[config.mk]
export PLATFORM = sky130hd
export DESIGN_NAME = apb2axi_req_sched
export DESIGN_NICKNAME = d
export VERILOG_FILES = /design/src/rtl/apb2axi_req_sched.sv
export SDC_FILE = /design/constraint.sdc
export NUM_CORES = 1
export LEC_CHECK = 0
export ABC_AREA = 0
export CORE_ASPECT_RATIO = 2
export CORE_MARGIN = 3
export CORE_UTILIZATION = 39
export DETAILED_ROUTE_END_ITERATION = 7
export PLACE_DENSITY = 0.77
export SETUP_SLACK_MARGIN = 0.15
export SKIP_CTS_REPAIR_TIMING = 1
export SLEW_MARGIN = 10
export SYNTH_ARGS = -nofsm -noshare
export SYNTH_HDL_FRONTEND = slang
export SYNTH_SLANG_ARGS = --single-unit
[constraint.sdc]
create_clock -name aclk -period 2.7 [get_ports aclk]
set_input_delay 0.54 -clock aclk [delete_from_list [all_inputs] [get_ports aclk]]
set_output_delay 0.54 -clock aclk [all_outputs]
set_load 0.02 [all_outputs]
[src/rtl/apb2axi_req_sched.sv]
// ---------------------------------------------------------------------------
// apb2axi_req_sched
// Moves requests from the WR and RD request FIFOs onto the single AXI issue
// port that feeds the AW/AR channel drivers. It pops one request at a time and
// limits how many transactions of each direction can be outstanding at once.
// Reads take priority over writes. A starvation counter forces a write grant
// after STARVE_LIM consecutive read grants made while a write was eligible.
//
// Ports (all signals are in the aclk domain):
//   aclk, aresetn                   clock, asynchronous active-low reset
//   sched_enable                    allow new grants
//   wr_req_valid/data/pop           WR FIFO head and pop pulse
//   rd_req_valid/data/pop           RD FIFO head and pop pulse
//   iss_valid/ready/is_write/data   issue port handshake and payload
//   wr_done, rd_done                completion pulses that return credits
//   wr_outstanding, rd_outstanding  credits currently in use
//   cnt_err                         sticky flag: done pulse while count was 0
//   idle                            IDLE state with no transactions outstanding
//
// state | meaning
// IDLE  | arbitrate; a grant pops a FIFO head and captures it for issue
// ISSUE | hold the captured request on the issue port until iss_ready
// ---------------------------------------------------------------------------
module apb2axi_req_sched #(
    parameter int FIFO_ENTRY_W = 32,
    parameter int MAX_OUT_WR   = 4,
    parameter int MAX_OUT_RD   = 4,
    parameter int STARVE_LIM   = 8
) (
    input  logic                             aclk,
    input  logic                             aresetn,
    input  logic                             sched_enable,
    input  logic                             wr_req_valid,
    input  logic [FIFO_ENTRY_W-1:0]          wr_req_data,
    output logic                             wr_req_pop,
    input  logic                             rd_req_valid,
    input  logic [FIFO_ENTRY_W-1:0]          rd_req_data,
    output logic                             rd_req_pop,
    output logic                             iss_valid,
    input  logic                             iss_ready,
    output logic                             iss_is_write,
    output logic [FIFO_ENTRY_W-1:0]          iss_data,
    input  logic                             wr_done,
    input  logic                             rd_done,
    output logic [$clog2(MAX_OUT_WR+1)-1:0]  wr_outstanding,
    output logic [$clog2(MAX_OUT_RD+1)-1:0]  rd_outstanding,
    output logic                             cnt_err,
    output logic                             idle
);

    localparam int WR_CW = $clog2(MAX_OUT_WR + 1);
    localparam int RD_CW = $clog2(MAX_OUT_RD + 1);
    localparam int SW    = $clog2(STARVE_LIM + 1);

    localparam logic [WR_CW-1:0] WR_MAX = WR_CW'(MAX_OUT_WR);
    localparam logic [RD_CW-1:0] RD_MAX = RD_CW'(MAX_OUT_RD);
    localparam logic [SW-1:0]    S_LIM  = SW'(STARVE_LIM);

    typedef enum logic {
        IDLE  = 1'b0,
        ISSUE = 1'b1
    } state_t;

    state_t                  state_q, state_d;
    logic [FIFO_ENTRY_W-1:0] iss_data_q;
    logic                    iss_is_write_q;
    logic [WR_CW-1:0]        wr_cnt_q;
    logic [RD_CW-1:0]        rd_cnt_q;
    logic [SW-1:0]           starve_q;
    logic                    cnt_err_q;

    logic wr_elig, rd_elig;
    logic grant_wr, grant_rd;
    logic wr_dec, rd_dec;

    // Eligibility is gated by aresetn so that a FIFO never sees a pop while
    // the scheduler is held in reset.
    always_comb begin
        wr_elig  = 1'b0;
        rd_elig  = 1'b0;
        grant_wr = 1'b0;
        grant_rd = 1'b0;
        state_d  = state_q;
        case (state_q)
            IDLE: begin
                wr_elig  = aresetn & sched_enable & wr_req_valid & (wr_cnt_q < WR_MAX);
                rd_elig  = aresetn & sched_enable & rd_req_valid & (rd_cnt_q < RD_MAX);
                grant_wr = wr_elig & (~rd_elig | (starve_q == S_LIM));
                grant_rd = rd_elig & ~grant_wr;
                if (grant_wr | grant_rd) begin
                    state_d = ISSUE;
                end
            end
            ISSUE: begin
                if (iss_ready) begin
                    state_d = IDLE;
                end
            end
            default: state_d = IDLE;
        endcase
    end

    // A done pulse only returns a credit when one is actually in use.
    assign wr_dec = wr_done & (wr_cnt_q != '0);
    assign rd_dec = rd_done & (rd_cnt_q != '0);

    always_ff @(posedge aclk or negedge aresetn) begin
        if (!aresetn) begin
            state_q        <= IDLE;
            iss_data_q     <= '0;
            iss_is_write_q <= 1'b0;
            wr_cnt_q       <= '0;
            rd_cnt_q       <= '0;
            starve_q       <= '0;
            cnt_err_q      <= 1'b0;
        end else begin
            state_q <= state_d;

            if (grant_wr) begin
                iss_data_q     <= wr_req_data;
                iss_is_write_q <= 1'b1;
            end else if (grant_rd) begin
                iss_data_q     <= rd_req_data;
                iss_is_write_q <= 1'b0;
            end

            if (grant_wr) begin
                starve_q <= '0;
            end else if (grant_rd) begin
                if (!wr_elig) begin
                    starve_q <= '0;
                end else if (starve_q != S_LIM) begin
                    starve_q <= starve_q + 1'b1;
                end
            end

            // Credits are taken at grant time, so the cap holds even while a
            // request is still waiting on the issue port.
            case ({grant_wr, wr_dec})
                2'b10:   wr_cnt_q <= wr_cnt_q + 1'b1;
                2'b01:   wr_cnt_q <= wr_cnt_q - 1'b1;
                default: wr_cnt_q <= wr_cnt_q;
            endcase

            case ({grant_rd, rd_dec})
                2'b10:   rd_cnt_q <= rd_cnt_q + 1'b1;
                2'b01:   rd_cnt_q <= rd_cnt_q - 1'b1;
                default: rd_cnt_q <= rd_cnt_q;
            endcase

            if ((wr_done && wr_cnt_q == '0) || (rd_done && rd_cnt_q == '0)) begin
                cnt_err_q <= 1'b1;
            end
        end
    end

    assign wr_req_pop     = grant_wr;
    assign rd_req_pop     = grant_rd;
    assign iss_valid      = (state_q == ISSUE);
    assign iss_is_write   = iss_is_write_q;
    assign iss_data       = iss_data_q;
    assign wr_outstanding = wr_cnt_q;
    assign rd_outstanding = rd_cnt_q;
    assign cnt_err        = cnt_err_q;
    assign idle           = (state_q == IDLE) && (wr_cnt_q == '0) && (rd_cnt_q == '0);

endmodule

# Yosys cells after proc, flatten, opt, wreduce, memory -nomap -nowiden
# Index checks and enable logic that the tools add are counted.
[op_classes]
eq_ne = 7
reduce_logical = 13
n_lt_le_gt_ge = 2
n_bitwise = 14
add_sub_neg = 5
mux = 16
[ops]
columns = ["cell", "n"]
rows = [
  ["two-way mux 32 bit", 2],
  ["two-way mux 4 bit", 4],
  ["one-hot mux 3 bit (2 select lines)", 2],
  ["bitwise AND 1 bit", 9],
  ["two-way mux 1 bit", 7],
  ["adder 3 x 1 -> 3 bit (second input constant)", 2],
  ["logical NOT 3 bit", 2],
  ["less-than comparator 3 bit (second input constant)", 2],
  ["nonzero test 2 bit", 3],
  ["nonzero test 3 bit", 2],
  ["subtractor 3 x 1 -> 3 bit (second input constant)", 2],
  ["adder 4 x 1 -> 4 bit (second input constant)", 1],
  ["equality test 2 x 1 -> 1 bit (second input constant)", 2],
  ["equality test 2 bit (second input constant)", 2],
  ["equality test 4 bit (second input constant)", 1],
  ["logical AND 1 bit", 4],
  ["!= test 4 bit (second input constant)", 1],
  ["!= test 3 x 1 -> 1 bit (second input constant)", 1],
  ["NOT 1 bit", 3],
  ["bitwise OR 1 bit", 2],
  ["one-hot mux 1 bit (2 select lines)", 1],
  ["AND reduction 2 bit", 1],
  ["logical OR 1 bit", 1],
]
[totals]
output_inout_bits = 44
wordCells = 64
regBits = 45
inputBits = 72

# Logic depth before layout (Yosys ltp)
# Gate-level depths: netlist of run 1.
[logic_depth]
ltp_word = 11
depth_mapped = 13
ltp_nobuf = 12

# Worst setup path after synthesis of run 1
# Ideal clock, no wire load.
[synth_path]
kind = "flip-flop to flip-flop"
startpoint = "reg starve_q[0]"
endpoint = "reg wr_cnt_q[2], in the netlist wr_outstanding[2]"
required_ps = 2567
setup_time_ps = 133
slack_ps = 329
period_less_slack_ps = 2371
n_path_buf = 1
arrival_ps = 2238
path_stages_with_launch = 14
path_cell_list = "dfrtp_1 > inv_1 > ha_1 > and3b_1 > nor2_2 > nor3_4 > buf_2 > inv_1 > ha_1 > inv_1 > fa_1 > xor2_1 > nor2_1 > xor2_1"
[synth_via]
elab_chain_len = 6
elab_cells_between_ends = 8
cone_classes = "eq/ne (3); mux (2); bitwise (2); reduce/logical (1)"
[synth_lines]
columns = ["element", "line_no", "rtl"]
rows = [
  ["start: declaration", "69", "logic [SW-1:0] starve_q;"],
  ["start signal: assignment", "133", "starve_q <= starve_q + 1'b1;"],
  ["equality test 4 bit (*)", "88", "grant_wr = wr_elig & (~rd_elig | (starve_q == S_LIM));"],
  ["bitwise OR 1 bit (*)", "88", ""],
  ["bitwise AND 1 bit (*)", "88", ""],
  ["two-way mux 1 bit (*)", "84", "case (state_q)"],
  ["named net wr_req_pop", "35", "output logic wr_req_pop,"],
  ["equality test 2 x 1 -> 1 bit / equality test 2 bit (equally long branches)", "139", "case ({grant_wr, wr_dec})"],
  ["one-hot mux 3 bit (2 select lines) / nonzero test 2 bit (equally long branches)", "--", ""],
  ["end signal: assignment", "140", "2'b10: wr_cnt_q <= wr_cnt_q + 1'b1;"],
  ["end signal: assignment", "141", "2'b01: wr_cnt_q <= wr_cnt_q - 1'b1;"],
  ["end signal: assignment", "142", "default: wr_cnt_q <= wr_cnt_q;"],
  ["end: declaration", "67", "logic [WR_CW-1:0] wr_cnt_q;"],
]
# Mark *: on every way through the listed nets, which the timed path passes. The rest lies on a longest branch.
# A chain may end at the register's enable or synchronous reset.

# Worst setup path after layout of run 1
[layout_path]
startpoint = "reg rd_cnt_q[2], in the netlist rd_outstanding[2]"
endpoint = "out idle"
[layout_via]
elab_chain_len = 2
[layout_lines]
columns = ["element", "line_no", "rtl"]
rows = [
  ["start: declaration", "68", "logic [RD_CW-1:0] rd_cnt_q;"],
  ["start signal: assignment", "146", "2'b10: rd_cnt_q <= rd_cnt_q + 1'b1;"],
  ["start signal: assignment", "147", "2'b01: rd_cnt_q <= rd_cnt_q - 1'b1;"],
  ["start signal: assignment", "148", "default: rd_cnt_q <= rd_cnt_q;"],
  ["logical NOT 3 bit", "165", "assign idle = (state_q == IDLE) && (wr_cnt_q == '0) && (rd_cnt_q == '0);"],
  ["logical AND 1 bit", "165", ""],
  ["end: declaration", "48", "output logic idle"],
]
# Every way passes these cells.

==> flow_metrics.env, run 1 <==
export IMPL_status="finished, final reports clean"
export IMPL_clkSinkCount=45
export IMPL_p_int_mw=2.11
export IMPL_cts_tree="done"
export IMPL_filler_cell_count=410
export IMPL_cts_made_buffers=5
export IMPL_critPathMaxFanout=4
export IMPL_post_drt_wl_per_cell_um=16.9
export IMPL_combPwrFrac_pct=53.3
export IMPL_worstSkewPairLatency_ps=300
export IMPL_grt_ovfl_total=0
export IMPL_vias=1867
export IMPL_first_pass_iters=4
export IMPL_cp_slowest_stage_delay_ps=610
export IMPL_layout_common_cells="clkdlybuf4s50_1 (111), dfrtp_1 (45), a221o_1 (34)"
export IMPL_grt_max_degree=36
export IMPL_clockPowerShare_pct=12.2
export IMPL_drtIter0Drc=65
export IMPL_mostFrequentLayoutCell="clkdlybuf4s50_1"
export IMPL_die_area_um2=6580
export IMPL_ys_seq_area_share_pct=51.6
export IMPL_sw_frac_of_total_pct=37.0
export IMPL_power_mw=3.34
export IMPL_yosys_warnings=0
export IMPL_fin_area_um2=3540
export IMPL_drv_cap=0
export IMPL_vdd_drop_max_mv=0.627
export IMPL_place_area_um2=3430
export IMPL_viasPerCell=5.19
export IMPL_final_net_count=379
export IMPL_ys_ff_latch=45
export IMPL_pwr_share_seq_pct=34.5
export IMPL_h_tree_depth=2
export IMPL_path_clk_slew_ps=80
export IMPL_period_needed_ps=2430
export IMPL_rows=37
export IMPL_maxSlewViolCount=0
export IMPL_finalWeightedCongestion=0.759
export IMPL_multi_input_area_um2=961
export IMPL_core_um2=5280
export IMPL_critPathRequiredTime_ps=2160
export IMPL_antenna_found_initial=0
export IMPL_rsz0062_at_grt="false"
export IMPL_end_kind="primary output"
export IMPL_hold_viol=0
export IMPL_final_setup_skew_ps=12.3
export IMPL_cp_arrival_ps=1890
export IMPL_setup_violations=0
export IMPL_grt_use_total_pct=19.8
export IMPL_dpl_hpwl_mm=4.59
export IMPL_ys_types=31
export IMPL_fin_crit_sh_pct=90.1
export IMPL_grt_pass1_wl_mm=9.94
export IMPL_die_h_um=112
export IMPL_path_cells="nor3_1, and3_1, clkdlybuf4s50_1"
export IMPL_cp_start_kind="flop"
export IMPL_regArea_um2=1130
export IMPL_route_detailed_drc=0
export IMPL_fmax_ghz=0.411
export IMPL_netlist_area_um2=2180
export IMPL_leakage_nw=1.54
export IMPL_synth_cells=176
export IMPL_synth_area_per_cell_um2=12.4
export IMPL_grt_pass1_vias=1941
export IMPL_drt_total_wl_mm=6.10
export IMPL_die_w_um=58.9
export IMPL_postRouteAntennaNets=0
export IMPL_start_util_pct=41.3
export IMPL_synth_fp_nets=254
export IMPL_synthToLayoutAreaGrowth_pct=62.3
export IMPL_switching_power_mw=1.23
export IMPL_n_antenna_cell=0
export IMPL_num_io_pins=116
export IMPL_hp_class="in -> async"
export IMPL_critPathSlowestCell="clkdlybuf4s50_1"
export IMPL_relSlewSlack_pct=72.0
export IMPL_criticalPathCategory="reg -> out"
export IMPL_drive_gt1_share_pct=9.60
export IMPL_cts_root_buf="clkbuf_8"
export IMPL_fin_util_pct=67.1
export IMPL_clk_path_buf_depth=2
export IMPL_worst_pin_slew_ps=421
export IMPL_cellPowerDensity_nw_per_um2=944
export IMPL_port_buffer_count=115
Yosys cell counts:
| master | instances | share of area, % |
|---|---|---|
| a21o_1 | 1 | 0.34 |
| a21o_4 | 1 | 0.69 |
| a21oi_1 | 2 | 0.46 |
| a221o_1 | 34 | 16 |
| a31oi_1 | 1 | 0.29 |
| and2_0 | 31 | 8.9 |
| and2_1 | 1 | 0.29 |
| and3_1 | 2 | 0.57 |
| and3b_1 | 1 | 0.40 |
| buf_2 | 6 | 1.4 |
| buf_6 | 3 | 1.5 |
| clkbuf_1 | 1 | 0.17 |
| dfrtp_1 | 45 | 52 |
| fa_1 | 2 | 1.8 |
| ha_1 | 4 | 2.3 |
| inv_1 | 11 | 1.9 |
| mux2i_1 | 2 | 0.92 |
| nand2_1 | 3 | 0.52 |
| nand2b_1 | 1 | 0.29 |
| nand3_1 | 1 | 0.23 |
| nand4b_4 | 2 | 2.2 |
| nor2_1 | 3 | 0.52 |
| nor2_2 | 1 | 0.29 |
| nor2b_1 | 2 | 0.57 |
| nor3_1 | 2 | 0.46 |
| nor3_2 | 2 | 0.92 |
| nor3_4 | 1 | 0.75 |
| nor4_4 | 1 | 0.98 |
| o21ai_0 | 3 | 0.69 |
| xnor2_1 | 2 | 0.80 |
| xor2_1 | 4 | 1.6 |
power groups by stage:
stage	Combinational, mW	Clock [mW]	Sequential [mW]
floorplan	0.612	0	1.47
global placement	1.77	0	1.16
detailed placement	1.80	0	1.15
CTS	1.80	0.424	1.15
global route	1.93	0.455	1.19
finish	1.78	0.408	1.15
per-layer routing:
metal	share of wire [%]	GRT usage, %	vias up
met5	0	0	-
met4	1.9	7.56	0
met3	7.2	5.57	11
met2	53	31.7	81
met1	38	24.9	882
li1	-	-	893
sequential cells by signal, summed over array words and instances (netlist names):
| register | cells |
|---|---|
| starve_q | 4 |
| iss_is_write | 1 |
| iss_data | 32 |
| wr_outstanding | 3 |
| iss_valid | 1 |
| rd_outstanding | 3 |
| cnt_err | 1 |
worst max-delay path: cells and delay by family (launching register included):
family | cells | cell delay [ps]
buffers and inverters | 1 | 610
AND/OR/NAND/NOR | 2 | 540
flip-flops | 1 | 450
cell families (layout without fill, tap and decap cells):
| group | count (synthesis) | after routing | synth area share, % |
|---|---|---|---|
| compound gates | 42 | 42 | 18.1 |
| xor+xnor | 6 | 6 | 2.41 |
| fa+ha+maj | 6 | 6 | 4.13 |
| flops | 45 | 45 | 51.6 |
| mux | 2 | 2 | 0.918 |
| simple gates | 54 | 54 | 17.8 |
| buf+inv | 21 | 147 | 4.99 |
per-stage QoR:
stage / hold slack, ps / std cells / setup WS, ps / setup TNS, ps
after floorplan: 244 / 176 / 329 / 0
after global placement: 460 / 351 / -104 / -158
after detailed placement: 467 / 351 / -183 / -268
after CTS: 259 / 359 / -84.3 / -139
after global routing: 264 / 360 / 155 / 0
final: 266 / 360 / 268 / 0
worst paths after layout:
check                                        from                 to  slack (ps)  cells past startpoint
worst max-delay path            rd_outstanding[2]               idle         270                      3
worst min-delay path                      aresetn       iss_data[26]         270                      2
worst max register to register        starve_q[0]  wr_outstanding[2]         460                     12
worst min register to register            cnt_err            cnt_err         500                      1
max in group asynchronous                 aresetn        iss_data[5]        2020                      2
min in group aclk                         cnt_err            cnt_err         500                      1
final cells by class:
| cell class | instances | area share, % |
|---|---|---|
| Clock inverter | 1 | 0.212 |
| Timing Repair Buffer | 128 | 35.5 |
| Sequential cell | 45 | 31.8 |
| Inverter | 11 | 1.17 |
| Multi-Input combinational cell | 110 | 27.1 |
| Tap cell | 58 | 2.05 |
| Clock buffer | 7 | 2.16 |
Note: power is estimated with default switching activity, not from simulation.
==> run 2: changes to the inputs <==
--- a/config.mk
+++ b/config.mk
@@ -7,9 +7,10 @@
 export LEC_CHECK = 0
 export ABC_AREA = 0
 export CORE_ASPECT_RATIO = 2
-export CORE_MARGIN = 3
+export CORE_MARGIN = 1.5
 export CORE_UTILIZATION = 39
 export DETAILED_ROUTE_END_ITERATION = 7
+export GPL_TIMING_DRIVEN = 0
 export PLACE_DENSITY = 0.77
 export SETUP_SLACK_MARGIN = 0.15
 export SKIP_CTS_REPAIR_TIMING = 1
==> flow_metrics.env, run 2 (synthesis results as in run 1) <==
export IMPL_cellPowerDensity_nw_per_um2=927
export IMPL_grt_max_degree=25
export IMPL_critPathRequiredTime_ps=2160
export IMPL_hold_worst_slack_ps=68.8
export IMPL_final_net_count=387
export IMPL_sw_frac_of_total_pct=36.9
export IMPL_critPathSlowestCell="clkdlybuf4s50_1"
export IMPL_cts_tree="done"
export IMPL_n_antenna_cell=0
export IMPL_post_drt_wl_per_cell_um=17.8
export IMPL_path_clk_slew_ps=80
export IMPL_fin_area_um2=3680
export IMPL_regArea_um2=1130
export IMPL_setup_violations=0
export IMPL_rsz0062_at_grt="true"
export IMPL_clkSinkCount=45
export IMPL_largest_register_ffs=32
export IMPL_hp_class="in -> async"
export IMPL_switching_power_mw=1.26
export IMPL_clk_path_buf_depth=2
export IMPL_leakage_nw=1.61
export IMPL_filler_cell_count=435
export IMPL_cts_root_buf="clkbuf_8"
export IMPL_cp_arrival_ps=1990
export IMPL_start_util_pct=40.2
export IMPL_setup_tns_ps=0
export IMPL_grt_ovfl_total=0
export IMPL_pwr_share_seq_pct=33.8
export IMPL_worst_pin_slew_ps=476
export IMPL_cp_slowest_stage_delay_ps=500
export IMPL_grt_pass1_vias=2066
export IMPL_fmax_ghz=0.395
export IMPL_vias=1949
export IMPL_drtIter0Drc=35
export IMPL_finalWeightedCongestion=0.793
export IMPL_cts_made_buffers=5
export IMPL_period_needed_ps=2530
export IMPL_rows=38
export IMPL_status="finished, final reports clean"
export IMPL_drv_cap=0
export IMPL_dpl_hpwl_mm=4.79
export IMPL_fin_ws_ps=168
export IMPL_final_setup_skew_ps=2.19
export IMPL_viasPerCell=5.28
export IMPL_fin_crit_sh_pct=93.8
export IMPL_grt_use_total_pct=22.2
export IMPL_die_area_um2=6080
export IMPL_antenna_found_initial=0
export IMPL_cp_start_kind="input port"
export IMPL_criticalPathCategory="in -> out"
export IMPL_h_tree_depth=2
export IMPL_critPathMaxFanout=7
export IMPL_port_buffer_count=115
export IMPL_hold_viol=0
export IMPL_relSlewSlack_pct=68.2
export IMPL_end_kind="primary output"
export IMPL_die_w_um=55.9
export IMPL_mostFrequentLayoutCell="clkdlybuf4s50_1"
export IMPL_grt_pass1_wl_mm=10.3
export IMPL_vdd_drop_max_mv=0.693
export IMPL_crit_family="buffers and inverters"
export IMPL_clockPowerShare_pct=12.5
export IMPL_combPwrFrac_pct=53.8
export IMPL_drive_gt1_share_pct=13.3
export IMPL_path_cells="clkdlybuf4s50_1, nand4b_4, nor3_4, buf_6, buf_4, dlymetal6s2s_1"
export IMPL_core_um2=5420
export IMPL_route_detailed_drc=0
export IMPL_crit_buf_inv=4
export IMPL_num_io_pins=116
export IMPL_drt_total_wl_mm=6.57
export IMPL_layout_common_cells="clkdlybuf4s50_1 (110), dfrtp_1 (45), a221o_1 (34)"
export IMPL_p_int_mw=2.15
export IMPL_first_pass_iters=4
export IMPL_worstSkewPairLatency_ps=300
export IMPL_postRouteAntennaNets=0
export IMPL_die_h_um=109
export IMPL_post_place_ws_ps=-823
export IMPL_synthToLayoutAreaGrowth_pct=68.7
export IMPL_place_area_um2=3420
export IMPL_multi_input_area_um2=980
export IMPL_maxSlewViolCount=0
-- run 2: final timing paths --
| path | startpoint | endpoint | slack, ps | depth (start not counted) |
|---|---|---|---|---|
| setup / recovery | rd_req_valid | rd_req_pop | 170 | 6 |
| hold / removal | aresetn | iss_data[18] | 70 | 1 |
| setup reg to reg | starve_q[1] | wr_outstanding[2] | 290 | 13 |
| hold reg to reg | cnt_err | cnt_err | 500 | 1 |
| max in group asynchronous | aresetn | iss_data[30] | 2260 | 2 |
| min in group aclk | cnt_err | cnt_err | 500 | 1 |
-- run 2: per-stage QoR --
stage / total power, mW / cells / util [%]
6_report: 3.41 / 369 / 67.9
5_1_grt: 3.64 / 369 / 67.9
2_1_floorplan: 2.09 / 176 / -
4_1_cts: 3.41 / 359 / 64.7
3_5_place_dp: 2.95 / 352 / 63.1
3_3_place_gp: 2.91 / 351 / 62.9
-- run 2: layer usage --
metal | vias up | wire (um) | track usage [%]
met5 | - | 0 | 0
met4 | 0 | 110 | 8.67
met3 | 8 | 264 | 5.10
met2 | 70 | 3780 | 40.6
met1 | 962 | 2410 | 24.7
li1 | 909 | - | -
-- run 2: final cells by class --
class | instances | area share, %
Buffer | 10 | 2.18
Clock buffer | 7 | 2.35
Inverter | 11 | 1.12
Multi-Input combinational cell | 110 | 26.6
Sequential cell | 45 | 30.6
Tap cell | 60 | 2.04
Timing Repair Buffer | 126 | 35.1
-- run 2: worst reg2reg max path: stages, from the launching register on --
cell and delay, ps:
dfrtp_1 390, inv_1 70, ha_1 190, and3b_2 260, nor2_4 130, nor3_4 60, buf_6 170, inv_1 60
ha_2 180, inv_1 50, fa_1 370, xor2_1 150, nor2_1 110, xor2_1 140
-- run 2: power by group through the flow --
stage / clock, mW / combinational (mW) / sequential, mW
after floorplan: 0 / 0.612 / 1.47
after global placement: 0 / 1.77 / 1.14
after detailed placement: 0 / 1.81 / 1.14
after CTS: 0.446 / 1.81 / 1.15
after global routing: 0.472 / 1.97 / 1.19
final: 0.425 / 1.83 / 1.15
==> run 3: changes to the inputs <==
--- a/config.mk
+++ b/config.mk
@@ -8,10 +8,11 @@
 export ABC_AREA = 0
 export CORE_ASPECT_RATIO = 2
 export CORE_MARGIN = 1.5
-export CORE_UTILIZATION = 39
+export CORE_UTILIZATION = 40
+export CTS_CLUSTER_DIAMETER = 40
 export DETAILED_ROUTE_END_ITERATION = 7
 export GPL_TIMING_DRIVEN = 0
-export PLACE_DENSITY = 0.77
+export PLACE_DENSITY = 0.79
 export SETUP_SLACK_MARGIN = 0.15
 export SKIP_CTS_REPAIR_TIMING = 1
 export SLEW_MARGIN = 10
==> constraint.sdc (replaced) <==
create_clock -name aclk -period 3.1 [get_ports aclk]
set_input_delay 0.62 -clock aclk [delete_from_list [all_inputs] [get_ports aclk]]
set_output_delay 0.62 -clock aclk [all_outputs]
set_load 0.02 [all_outputs]
==> flow_metrics.env, run 3 (synthesis results as in run 1) <==
export IMPL_fin_crit_sh_pct=91.6
export IMPL_grt_pass1_wl_mm=9.75
export IMPL_start_util_pct=42.1
export IMPL_route_detailed_drc=0
export IMPL_postRouteAntennaNets=0
export IMPL_finalWeightedCongestion=0.823
export IMPL_filler_cell_count=397
export IMPL_fin_ws_ps=261
export IMPL_grt_ovfl_total=0
export IMPL_layout_common_cells="clkdlybuf4s50_1 (112), dfrtp_1 (45), a221o_1 (34)"
export IMPL_r2r_end="rd_outstanding[2]"
export IMPL_hold_viol=0
export IMPL_viasPerCell=5.38
export IMPL_end_kind="flop"
export IMPL_dpl_hpwl_mm=4.54
export IMPL_largest_register_ffs=32
export IMPL_cts_made_buffers=5
export IMPL_cellPowerDensity_nw_per_um2=822
export IMPL_synthToLayoutAreaGrowth_pct=63.2
export IMPL_grt_use_total_pct=21.0
export IMPL_n_antenna_cell=0
export IMPL_worstSkewPairLatency_ps=290
export IMPL_leakage_nw=1.56
export IMPL_die_h_um=107
export IMPL_post_drt_wl_per_cell_um=16.9
export IMPL_num_io_pins=116
export IMPL_cp_arrival_ps=3060
export IMPL_setup_violations=0
export IMPL_drt_total_wl_mm=6.12
export IMPL_reg2reg_slack_ps=600
export IMPL_port_buffer_count=115
export IMPL_cts_root_buf="clkbuf_8"
export IMPL_r2r_cells=13
export IMPL_antenna_found_initial=0
export IMPL_crit_family="buffers and inverters"
export IMPL_period_needed_ps=2840
export IMPL_status="finished, final reports clean"
export IMPL_drive_gt1_share_pct=9.87
export IMPL_mostFrequentLayoutCell="clkdlybuf4s50_1"
export IMPL_cp_start_kind="input port"
export IMPL_grt_pass1_vias=2028
export IMPL_post_place_ws_ps=-483
export IMPL_rows=37
export IMPL_clk_path_buf_depth=2
export IMPL_crit_buf_inv=4
export IMPL_power_mw=2.93
export IMPL_vdd_drop_max_mv=0.609
export IMPL_core_um2=5180
export IMPL_clkSinkCount=45
export IMPL_rsz0062_at_grt="false"
export IMPL_path_cells="clkdlybuf4s50_1, nand4b_4, nor3_2, nor3_4, clkbuf_4, inv_1, ha_1, inv_1, fa_1, xor2_1, nor2_1, xor2_1"
export IMPL_critPathMaxFanout=10
export IMPL_critPathSlowestCell="clkdlybuf4s50_1"
export IMPL_cts_tree="done"
export IMPL_criticalPathCategory="in -> reg"
export IMPL_path_clk_slew_ps=80
export IMPL_final_net_count=382
export IMPL_hp_class="in -> async"
export IMPL_maxSlewViolCount=0
export IMPL_worst_pin_slew_ps=488
export IMPL_die_w_um=55.2
export IMPL_die_area_um2=5930
export IMPL_final_setup_skew_ps=4.26
export IMPL_drv_cap=0
export IMPL_drtIter0Drc=62
export IMPL_h_tree_depth=2
export IMPL_relSlewSlack_pct=67.5
export IMPL_critPathRequiredTime_ps=3320
export IMPL_fmax_ghz=0.352
export IMPL_first_pass_iters=4
export IMPL_grt_max_degree=32
export IMPL_cp_slowest_stage_delay_ps=570
export IMPL_vias=1948
export IMPL_r2r_start="starve_q[0]"
[run 3: cell types whose count changed in the layout (fill, tap and decap cells not counted), sizes merged]
cell	delta
dlymetal6s2s	-1
clkbuf	-1
clkdlybuf4s50	+2
buf	-5
[run 3: final cells by class]
type	count	area [um^2]	share of cell area [%]
timing repair buffer	121	1210	34.0
sequential	45	1130	31.6
multi-input combinational	110	952	26.7
clock buffer	7	86.3	2.43
tap	58	72.6	2.04
buffer	10	70.1	1.97
inverter	11	41.3	1.16
[run 3: how the worst max path moves through the flow]
stage            startpoint           endpoint  slack [ps]  cells past startpoint
2_1_floorplan   starve_q[0]  wr_outstanding[2]         730                     13
3_3_place_gp        aresetn         rd_req_pop       -2080                      6
3_5_place_dp        aresetn         rd_req_pop        -480                      6
4_1_cts             aresetn         rd_req_pop        -480                      6
5_1_grt        sched_enable  rd_outstanding[2]         140                     12
6_report       sched_enable  rd_outstanding[2]         260                     12
[run 3: power breakdown]
part | switching (mW) | internal (mW) | leakage [nW]
registers | 0.154 | 0.837 | 0.558
logic | 0.725 | 0.840 | 0.960
clock network | 0.192 | 0.177 | 0.0443
[run 3: per-stage QoR]
step	instances	area (um^2)	TNS [ps]	hold WS [ps]	utilization, %
2_1_floorplan	176	2180	0	324	-
3_3_place_gp	349	3400	-53410	460	65.7
3_5_place_dp	350	3420	-1460	470	66.0
4_1_cts	357	3510	-845	250	67.6
5_1_grt	362	3560	0	180	68.7
6_report	362	3560	0	178	68.7
[run 3: layer usage]
layer / part of all wire [%] / track usage, % / vias to the layer above
met5: 0 / 0 / -
met4: 2.2 / 7.67 / 0
met3: 6.2 / 6.01 / 10
met2: 55 / 37.0 / 79
met1: 37 / 23.7 / 960
li1: - / - / 899
